### src/rtl/feature_loader_pkg.sv
// Shared constants for the feature loader and the regression datapath it feeds.
package feature_loader_pkg;

    localparam int FEAT_W_DEF   = 16;
    localparam int NUM_FEAT_DEF = 3;
    localparam int CNT_W_DEF    = 16;

    localparam logic [0:0] ST_FILL   = 1'b0;
    localparam logic [0:0] ST_RESYNC = 1'b1;

    // Keeps the word index at least one bit wide when a sample is a single word
    function automatic int idx_width(input int n);
        return (n > 1) ? $clog2(n) : 1;
    endfunction

endpackage

### src/rtl/feature_loader_if.sv
// Word stream in, feature vector out, plus error/status signals of the loader.
interface feature_loader_if
    import feature_loader_pkg::*;
#(
    parameter int FEAT_W   = FEAT_W_DEF,
    parameter int NUM_FEAT = NUM_FEAT_DEF,
    parameter int CNT_W    = CNT_W_DEF
) ();

    logic                       in_valid;
    logic                       in_ready;
    logic [FEAT_W-1:0]          in_data;
    logic                       in_last;
    logic                       out_valid;
    logic                       out_ready;
    logic [NUM_FEAT*FEAT_W-1:0] out_feat;
    logic                       frame_err;
    logic                       err_clr;
    logic [CNT_W-1:0]           sample_cnt;

    modport master (
        output in_valid, in_data, in_last, out_ready, err_clr,
        input  in_ready, out_valid, out_feat, frame_err, sample_cnt
    );

    modport slave (
        input  in_valid, in_data, in_last, out_ready, err_clr,
        output in_ready, out_valid, out_feat, frame_err, sample_cnt
    );

endinterface

### src/rtl/feat_capture_buf.sv
// Write-indexed capture registers; load_vec already includes the word being written
// this cycle so a completing sample can move to the output without an extra cycle.
module feat_capture_buf
    import feature_loader_pkg::*;
#(
    parameter int FEAT_W   = FEAT_W_DEF,
    parameter int NUM_FEAT = NUM_FEAT_DEF,
    parameter int IDX_W    = idx_width(NUM_FEAT)
) (
    input  logic                       clk,
    input  logic                       rst,
    input  logic                       wr_en,
    input  logic [IDX_W-1:0]           wr_idx,
    input  logic [FEAT_W-1:0]          wr_data,
    output logic [NUM_FEAT*FEAT_W-1:0] load_vec
);

    logic [FEAT_W-1:0] slot [NUM_FEAT];

    always_ff @(posedge clk or posedge rst) begin
        if (rst) begin
            for (int k = 0; k < NUM_FEAT; k++) begin
                slot[k] <= '0;
            end
        end else if (wr_en) begin
            slot[wr_idx] <= wr_data;
        end
    end

    always_comb begin
        load_vec = '0;
        for (int k = 0; k < NUM_FEAT; k++) begin
            load_vec[k*FEAT_W +: FEAT_W] = (wr_en && (wr_idx == IDX_W'(k))) ? wr_data : slot[k];
        end
    end

endmodule

### src/rtl/feature_loader.sv
// Assembles serial feature words into a held feature vector, double-buffered,
// with framing-error detection and resynchronisation on the next in_last.
module feature_loader
    import feature_loader_pkg::*;
#(
    parameter int FEAT_W   = FEAT_W_DEF,
    parameter int NUM_FEAT = NUM_FEAT_DEF,
    parameter int CNT_W    = CNT_W_DEF
) (
    input logic              clk,
    input logic              rst,
    feature_loader_if.slave  bus
);

    localparam int               IDX_W    = idx_width(NUM_FEAT);
    localparam logic [IDX_W-1:0] LAST_IDX = IDX_W'(NUM_FEAT - 1);

    logic [0:0]                 state;
    logic [IDX_W-1:0]           idx;
    logic                       cap_full;
    logic                       running;
    logic                       out_valid_q;
    logic [NUM_FEAT*FEAT_W-1:0] out_feat_q;
    logic                       frame_err_q;
    logic [CNT_W-1:0]           sample_cnt_q;
    logic [NUM_FEAT*FEAT_W-1:0] load_vec;

    logic in_fire, out_fire, fill_fire, at_last;
    logic complete, short_err, long_err, load_out;

    // running holds in_ready low for the first cycle after reset release
    assign bus.in_ready = running && ((state == ST_RESYNC) || !cap_full);

    assign in_fire   = bus.in_valid && bus.in_ready;
    assign out_fire  = out_valid_q && bus.out_ready;
    assign fill_fire = in_fire && (state == ST_FILL);
    assign at_last   = (idx == LAST_IDX);
    assign complete  = fill_fire && bus.in_last && at_last;
    assign short_err = fill_fire && bus.in_last && !at_last;
    assign long_err  = fill_fire && !bus.in_last && at_last;
    assign load_out  = (cap_full && out_fire) || (complete && (!out_valid_q || out_fire));

    feat_capture_buf #(
        .FEAT_W   (FEAT_W),
        .NUM_FEAT (NUM_FEAT),
        .IDX_W    (IDX_W)
    ) u_capture (
        .clk      (clk),
        .rst      (rst),
        .wr_en    (fill_fire),
        .wr_idx   (idx),
        .wr_data  (bus.in_data),
        .load_vec (load_vec)
    );

    always_ff @(posedge clk or posedge rst) begin
        if (rst) begin
            state    <= ST_FILL;
            idx      <= '0;
            cap_full <= 1'b0;
            running  <= 1'b0;
        end else begin
            running <= 1'b1;
            if (state == ST_FILL) begin
                if (fill_fire) begin
                    idx <= (bus.in_last || at_last) ? '0 : idx + 1'b1;
                    if (long_err) begin
                        state <= ST_RESYNC;
                    end
                end
            end else if (in_fire && bus.in_last) begin
                state <= ST_FILL;
            end
            // A finished sample that cannot move out waits in the capture buffer
            if (complete && out_valid_q && !out_fire) begin
                cap_full <= 1'b1;
            end else if (out_fire) begin
                cap_full <= 1'b0;
            end
        end
    end

    always_ff @(posedge clk or posedge rst) begin
        if (rst) begin
            out_valid_q  <= 1'b0;
            out_feat_q   <= '0;
            frame_err_q  <= 1'b0;
            sample_cnt_q <= '0;
        end else begin
            if (load_out) begin
                out_valid_q <= 1'b1;
                out_feat_q  <= load_vec;
            end else if (out_fire) begin
                out_valid_q <= 1'b0;
            end
            if (short_err || long_err) begin
                frame_err_q <= 1'b1;
            end else if (bus.err_clr) begin
                frame_err_q <= 1'b0;
            end
            if (out_fire) begin
                sample_cnt_q <= sample_cnt_q + 1'b1;
            end
        end
    end

    assign bus.out_valid  = out_valid_q;
    assign bus.out_feat   = out_feat_q;
    assign bus.frame_err  = frame_err_q;
    assign bus.sample_cnt = sample_cnt_q;

endmodule

### src/flat_wrapper.sv
// flat-port wrapper written by rule: the top's interface ports become plain ports
module feature_loader_flat import feature_loader_pkg::*;
#(
    parameter int FEAT_W   = FEAT_W_DEF,
    parameter int NUM_FEAT = NUM_FEAT_DEF,
    parameter int CNT_W    = CNT_W_DEF
)
  (clk, rst, bus_in_valid, bus_in_data, bus_in_last, bus_out_ready, bus_err_clr, bus_in_ready, bus_out_valid, bus_out_feat, bus_frame_err, bus_sample_cnt);
  feature_loader_if #(.FEAT_W(FEAT_W), .NUM_FEAT(NUM_FEAT), .CNT_W(CNT_W)) bus_i ();
  input logic clk;
  input logic rst;
  input wire logic [$bits(bus_i.in_valid)-1:0] bus_in_valid;
  input wire logic [$bits(bus_i.in_data)-1:0] bus_in_data;
  input wire logic [$bits(bus_i.in_last)-1:0] bus_in_last;
  input wire logic [$bits(bus_i.out_ready)-1:0] bus_out_ready;
  input wire logic [$bits(bus_i.err_clr)-1:0] bus_err_clr;
  output wire logic [$bits(bus_i.in_ready)-1:0] bus_in_ready;
  output wire logic [$bits(bus_i.out_valid)-1:0] bus_out_valid;
  output wire logic [$bits(bus_i.out_feat)-1:0] bus_out_feat;
  output wire logic [$bits(bus_i.frame_err)-1:0] bus_frame_err;
  output wire logic [$bits(bus_i.sample_cnt)-1:0] bus_sample_cnt;
  assign bus_i.in_valid = bus_in_valid;
  assign bus_i.in_data = bus_in_data;
  assign bus_i.in_last = bus_in_last;
  assign bus_i.out_ready = bus_out_ready;
  assign bus_i.err_clr = bus_err_clr;
  assign bus_in_ready = bus_i.in_ready;
  assign bus_out_valid = bus_i.out_valid;
  assign bus_out_feat = bus_i.out_feat;
  assign bus_frame_err = bus_i.frame_err;
  assign bus_sample_cnt = bus_i.sample_cnt;
  feature_loader #(.FEAT_W(FEAT_W), .NUM_FEAT(NUM_FEAT), .CNT_W(CNT_W)) u_core (.clk(clk), .rst(rst), .bus(bus_i));
endmodule
### config.mk
export PLATFORM = sky130hd
export DESIGN_NAME = feature_loader_flat
export DESIGN_NICKNAME = d
export VERILOG_FILES = /design/src/rtl/feature_loader_pkg.sv /design/src/rtl/feature_loader_if.sv /design/src/rtl/feat_capture_buf.sv /design/src/rtl/feature_loader.sv /design/src/flat_wrapper.sv
export SDC_FILE = /design/constraint.sdc
export NUM_CORES = 1
export LEC_CHECK = 0
export ABC_AREA = 0
export CORE_MARGIN = 4
export CORE_UTILIZATION = 59
export CTS_BUF_LIST = sky130_fd_sc_hd__clkbuf_8
export CTS_CLUSTER_DIAMETER = 120
export CTS_CLUSTER_SIZE = 40
export DETAILED_ROUTE_END_ITERATION = 10
export PLACE_DENSITY = 0.88
export REMOVE_ABC_BUFFERS = 1
export SKIP_LAST_GASP = 1
export SLEW_MARGIN = 20
export SYNTH_ARGS = -nofsm -noshare
export SYNTH_HDL_FRONTEND = slang
export SYNTH_HIERARCHICAL = 1
export SYNTH_SLANG_ARGS = --single-unit
export TNS_END_PERCENT = 50
### constraint.sdc
create_clock -name clk -period 5.94 [get_ports clk]
set_clock_uncertainty 0.05 [all_clocks]
set_input_delay 1.485 -clock clk [delete_from_list [all_inputs] [get_ports clk]]
set_output_delay 1.485 -clock clk [all_outputs]
set_load 0.02 [all_outputs]
==> results of run 1 <==
logic make-up (layout without fill, tap and decap cells):
logic type | Yosys count | after routing | synth area share, %
buffers and inverters | 20 | 132 | 3.29
and+or+nand+nor | 33 | 33 | 4.56
adders and majority gates | 2 | 2 | 0.498
AOI/OAI and AO/OA | 10 | 10 | 1.37
DFF | 119 | 119 | 59.3
other | 1 | 1 | 0.0747
xor gates and xnor gates | 16 | 16 | 2.79
muxes | 112 | 112 | 28.1
synthesized netlist by cell type, drive strengths merged (3+ instances only):
cell | count | area share, %
o22ai | 3 | 0.50
inv | 9 | 0.67
xor2 | 5 | 0.87
nand4 | 3 | 0.37
mux2 | 112 | 28
xnor2 | 11 | 1.9
dfrtp | 119 | 59
nand3 | 6 | 0.60
buf | 11 | 2.6
nand2 | 6 | 0.45
nor2 | 5 | 0.52
final cells by class:
class                      count  area [sq um]  share of cell area (%)
sequential                   119          2980                    47.0
multi-input combinational    174          1890                    29.9
timing repair buffer          91           903                    14.3
clock buffer                  19           262                    4.13
clock inverter                13           131                    2.07
tap                          105           131                    2.07
inverter                       9          36.3                   0.573
power by group through the flow:
stage,Clock [uW],Combinational [uW],Sequential (uW)
4_1_cts,725,902,1220
3_5_place_dp,0,895,1230
3_3_place_gp,0,851,1210
6_report,706,889,1220
5_1_grt,764,951,1250
2_1_floorplan,0,460,1310
layer usage:
| metal | GRT usage, % | wire, microns | up-vias |
|---|---|---|---|
| li1 | - | - | 1301 |
| met1 | 26.7 | 4160 | 1497 |
| met2 | 35.4 | 4970 | 75 |
| met3 | 6.95 | 565 | 4 |
| met4 | 5.91 | 37 | 0 |
| met5 | 0 | 0 | - |
state kept, by name, indices dropped and copies added (netlist names):
signal and count:
u_core/bus.frame_err 1, u_core/cap_full 1, u_core/bus.sample_cnt 16, u_core/idx 2
u_core/bus.out_valid 1, u_core/u_capture/slot 48, u_core/state 1, u_core/running 1
u_core/bus.out_feat 48
worst max-delay path by stage:
stage / startpoint / to
after CTS: bus_in_valid / u_core/bus.out_feat[1]$_DFFE_PP0P_
after floorplan: bus_in_valid / u_core/bus.out_feat[10]$_DFFE_PP0P_
after global routing: bus_in_valid / u_core/bus.out_feat[1]$_DFFE_PP0P_
final: bus_in_valid / u_core/bus.out_feat[10]$_DFFE_PP0P_
after detailed placement: bus_in_valid / u_core/bus.out_feat[1]$_DFFE_PP0P_
after global placement: bus_in_valid / u_core/bus.out_feat[0]$_DFFE_PP0P_
stage by stage:
stage / cells / instance area (sq um) / setup slack (ns) / utilization (%) / hold WS (ns)
2_1_floorplan: 302 / 4890 / 2.11 / - / 0.416
3_3_place_gp: 498 / 5940 / 1.81 / 71.9 / 0.413
3_5_place_dp: 498 / 5940 / 1.74 / 71.9 / 0.431
4_1_cts: 530 / 6330 / 2.17 / 76.7 / 0.447
5_1_grt: 530 / 6330 / 2.09 / 76.7 / 0.456
6_report: 530 / 6330 / 2.18 / 76.7 / 0.443
==> flow_summary.json, run 1 <==
{
  "status": "finished clean",
  "diodes": 0,
  "switchingPower_uw": 819,
  "grt_usage_pct": 21.2,
  "crit_fanout": 19,
  "area_delta_synth_final_pct": 26.1,
  "wl_per_cell_microns": 18.4,
  "hold_path_depth": 1,
  "maxCapViolCount": 0,
  "finalCritPeriodShare_pct": 63.3,
  "cp_cell_sequence": "clkdlybuf4s50_1, nand4bb_4, inv_1, nor3b_4, mux2_2, mux2_2",
  "io_buffers": 88,
  "dieArea_sq_um": 10100,
  "worstSetupPathType": "input port to flop",
  "reg2reg_setup_slack_ns": 3.30,
  "cts_setup_buffers": 0,
  "rsz0062_at_grt": "false",
  "cp.required_ns": 6.18,
  "tightestPinTransition_ns": 1.04,
  "crit_family": "simple AND/OR/NAND/NOR gates",
  "power_frac_seq_pct": 43.3,
  "syn_avg_cell_area_sq_um": 16.0,
  "fin_setup_tns_ns": 0,
  "dr.pass1.iters": 4,
  "grt_pass1_vias": 3227,
  "layout-drive-gt1-share_pct": 36.2,
  "cts_tree": "yes",
  "fmax_mhz": 266,
  "hold_path.startpoint": "u_core/u_capture/slot[11]$_DFFE_PP0P_",
  "cp.arrival_ns": 4.00,
  "viasPerCell": 5.43,
  "grt_pass1_wl_microns": 16500,
  "ys_seq_area_share_pct": 59.3,
  "synthArstFlopShare_pct": 100,
  "reg2reg_depth": 5,
  "drc_errors": 0,
  "slowest_delay_ns": 0.88,
  "vias": 2877,
  "gp_congestion": 0.734,
  "power.density_nw_per_um2": 444,
  "synth_edf_count": 0,
  "layout_common_cells": "dfrtp_1 (119), clkdlybuf4s50_1 (88), mux2_2 (72)",
  "swShare_pct": 29.1,
  "internal-power_uw": 1990,
  "clk_latency_ns": 0.41,
  "r2r_end": "u_core/bus.out_feat[10]$_DFFE_PP0P_",
  "final_hold_viol_count": 0,
  "yosys_warnings": 6,
  "p_leak_uw": 0.00300,
  "coreArea_sq_um": 8260,
  "cts_hold_repair.buffers": 0,
  "hold_class": "flop to flop",
  "fp.dieH_microns": 100,
  "final_common_cell": "dfrtp_1",
  "hold_end": "u_core/u_capture/slot[11]$_DFFE_PP0P_",
  "finalMaxSlewViolations": 0,
  "worstSetupStartpointType": "input port",
  "cts_root_buffer": "clkbuf_8",
  "drt_iter0_drc": 85,
  "slowest_stage": "nor3b_4",
  "grt.overflow.total": 0,
  "antenna_found_initial": 0,
  "setup_viol": 0,
  "rr_startpoint": "u_core/state$_DFF_PP0_",
  "numCtsBuffers": 17,
  "layout.nets": 436,
  "clock_path_buffers": 2,
  "start_util_pct": 60.8,
  "wl_microns": 9730,
  "synth_flop_cell": "dfrtp_1",
  "crit_top_cell": "mux2_2",
  "path_clk_slew_ns": 0.07,
  "cts_resized": 0,
  "netlist_area_sq_um": 5020,
  "io_pins": 89,
  "min_period_ns": 3.76,
  "hpwlAfterDp_microns": 6210,
  "peakVddDrop_mv": 0.252,
  "final_antenna_net_count": 0,
  "cp.depth": 6,
  "dieWidth_microns": 100,
  "clkSinkCount": 119,
  "num-fill-cells": 521,
  "grt_max_degree": 50,
  "synthCells": 313,
  "yosys.cell_types.count": 34,
  "rows": 33,
  "ys_ff_latch": 119,
  "total_power_uw": 2810,
  "power_frac_comb_pct": 31.6,
  "cts_max_level": 4,
  "p_clk_share_pct": 25.1,
  "worstPathBufferInverterCount": 2,
  "relSlewSlack_pct": 30.4,
  "cp-end-kind": "flop"
}
Power figures use the tool's default switching activity.
==> run 2: changes to the inputs <==
Settings changed: CORE_UTILIZATION 59 to 49, PLACE_DENSITY 0.88 to 0.78.
Clock period 5.94 ns to 3.3 ns, I/O delays scaled along.
==> run 2 against run 1 <==
Sequential share of layout area shrank 0.28 points. Via count shrank 0.52%. Worst setup slack lost 1.6 ns. Non-clock buffer count grew 3. Combinational power grew 79%. Power grew 74%. Core utilization shrank 12 points. Die area grew 19%. Global-route usage shrank 3.7 points. Clock power grew 60%. Hold slack lost 0.0016 ns. Critical endpoint is now bus_in_ready. Largest cell class unchanged.
==> flow_summary.json, run 2 (same netlist as run 1, synthesis figures left out) <==
{
  "grt_pass1_wl_microns": 15800,
  "cp-end-kind": "output pin",
  "cp.required_ns": 2.42,
  "post-route-cell-area_sq_um": 6370,
  "diodes": 0,
  "finalMaxSlewViolations": 0,
  "fp.dieH_microns": 109,
  "final_hold_viol_count": 0,
  "peakVddDrop_mv": 0.428,
  "num-fill-cells": 720,
  "cts_tree": "yes",
  "coreArea_sq_um": 9860,
  "worstSetupPathType": "flop to output pin",
  "cts_resized": 0,
  "gp_congestion": 0.706,
  "antenna_found_initial": 0,
  "layout.nets": 439,
  "p_leak_uw": 0.00303,
  "rsz0062_at_grt": "false",
  "final_antenna_net_count": 0,
  "area_delta_synth_final_pct": 26.9,
  "layout-drive-gt1-share_pct": 35.6,
  "wl_microns": 9520,
  "slowest_stage": "clkdlybuf4s50_1",
  "layout_common_cells": "dfrtp_1 (119), clkdlybuf4s50_1 (88), mux2_2 (72)",
  "min_period_ns": 2.69,
  "slowest_delay_ns": 0.67,
  "cts_setup_buffers": 0,
  "clkSinkCount": 119,
  "cp.arrival_ns": 1.81,
  "rows": 36,
  "io_pins": 89,
  "clock_path_buffers": 2,
  "finalCritPeriodShare_pct": 81.5,
  "crit_fanout": 5,
  "power.density_nw_per_um2": 769,
  "hpwlAfterDp_microns": 6260,
  "dieArea_sq_um": 11900,
  "tightestPinTransition_ns": 0.854,
  "fmax_mhz": 372,
  "fin_setup_tns_ns": 0,
  "worstSetupStartpointType": "flop",
  "cts_max_level": 4,
  "numCtsBuffers": 17,
  "viasPerCell": 5.14,
  "cts_hold_repair.buffers": 0,
  "cp_cell_sequence": "a21boi_0, clkdlybuf4s50_1",
  "grt_max_degree": 49,
  "dpl_cell_area_sq_um": 6030,
  "relSlewSlack_pct": 43.0,
  "dieWidth_microns": 109,
  "io_buffers": 88,
  "grt.overflow.total": 0,
  "cts_root_buffer": "clkbuf_8",
  "drt_iter0_drc": 105,
  "vias": 2862,
  "dr.pass1.iters": 4,
  "grt_usage_pct": 17.5,
  "hold_class": "flop to flop",
  "grt_pass1_vias": 3134,
  "wl_per_cell_microns": 17.1,
  "status": "finished clean",
  "clk_latency_ns": 0.41,
  "drc_errors": 0,
  "final_common_cell": "dfrtp_1",
  "maxCapViolCount": 0,
  "path_clk_slew_ns": 0.06,
  "setup_viol": 0,
  "start_util_pct": 50.9
}
[run 2: cell count changes in the layout (fill, tap and decap cells not counted), sizes merged]
cell,change
inv,+3
clkbuf,+1
bufinv,-1
clkinvlp,-4
clkinv,-3
buf,+3
[run 2: worst paths after layout]
check / startpoint / endpoint / slack, ns / depth (start not counted)
worst max-delay path: u_core/cap_full$_DFFE_PP0P_ / bus_in_ready / 0.61 / 2
worst min-delay path: u_core/u_capture/slot[38]$_DFFE_PP0P_ / u_core/u_capture/slot[38]$_DFFE_PP0P_ / 0.44 / 1
worst max register to register: u_core/cap_full$_DFFE_PP0P_ / u_core/bus.out_feat[3]$_DFFE_PP0P_ / 1.16 / 6
worst min register to register: u_core/u_capture/slot[38]$_DFFE_PP0P_ / u_core/u_capture/slot[38]$_DFFE_PP0P_ / 0.44 / 1
max in group asynchronous: rst / u_core/bus.out_feat[23]$_DFFE_PP0P_ / 1.69 / 3
min in group asynchronous: rst / u_core/u_capture/slot[0]$_DFFE_PP0P_ / 0.77 / 2
[run 2: routing by layer]
layer  wire (microns)  vias to the layer above  GRT usage, %
met5                0                        -             0
met4              127                        0          6.14
met3              619                       10          6.28
met2             4540                       75          28.1
met1             4240                     1474          22.0
li1                 -                     1303             -
[run 2: critical path: cells and delay by family, from the launching register on]
| family | cells | cell delay, ns |
|---|---|---|
| buffers and inverters | 1 | 0.67 |
| AOI/OAI and AO/OA | 1 | 0.30 |
| DFF | 1 | 0.42 |
[run 2: layout make-up]
type / instances / area (sq um) / area share (%)
clock inverter: 8 / 61.3 / 0.962
sequential: 119 / 2980 / 46.7
multi-input combinational: 174 / 1890 / 29.7
inverter: 9 / 35.0 / 0.550
clock buffer: 20 / 275 / 4.32
timing repair buffer: 94 / 963 / 15.1
tap: 133 / 166 / 2.61
[run 2: power breakdown]
part	internal (uW)	switching (uW)	total [uW]
clock network	624	506	1130
logic	950	638	1590
registers	1940	242	2180
[run 2: stage by stage]
stage               hold WS [ns]  setup WS (ns)  total power (uW)  util, %  cells
floorplan                  0.416          0.129              3190        -    302
global placement           0.416          0.340              3740     61.2    529
detailed placement         0.429          0.283              3820     61.2    529
CTS                        0.447          0.570              4960     64.6    557
global route               0.456          0.500              5180     64.6    557
finish                     0.442          0.611              4900     64.6    557
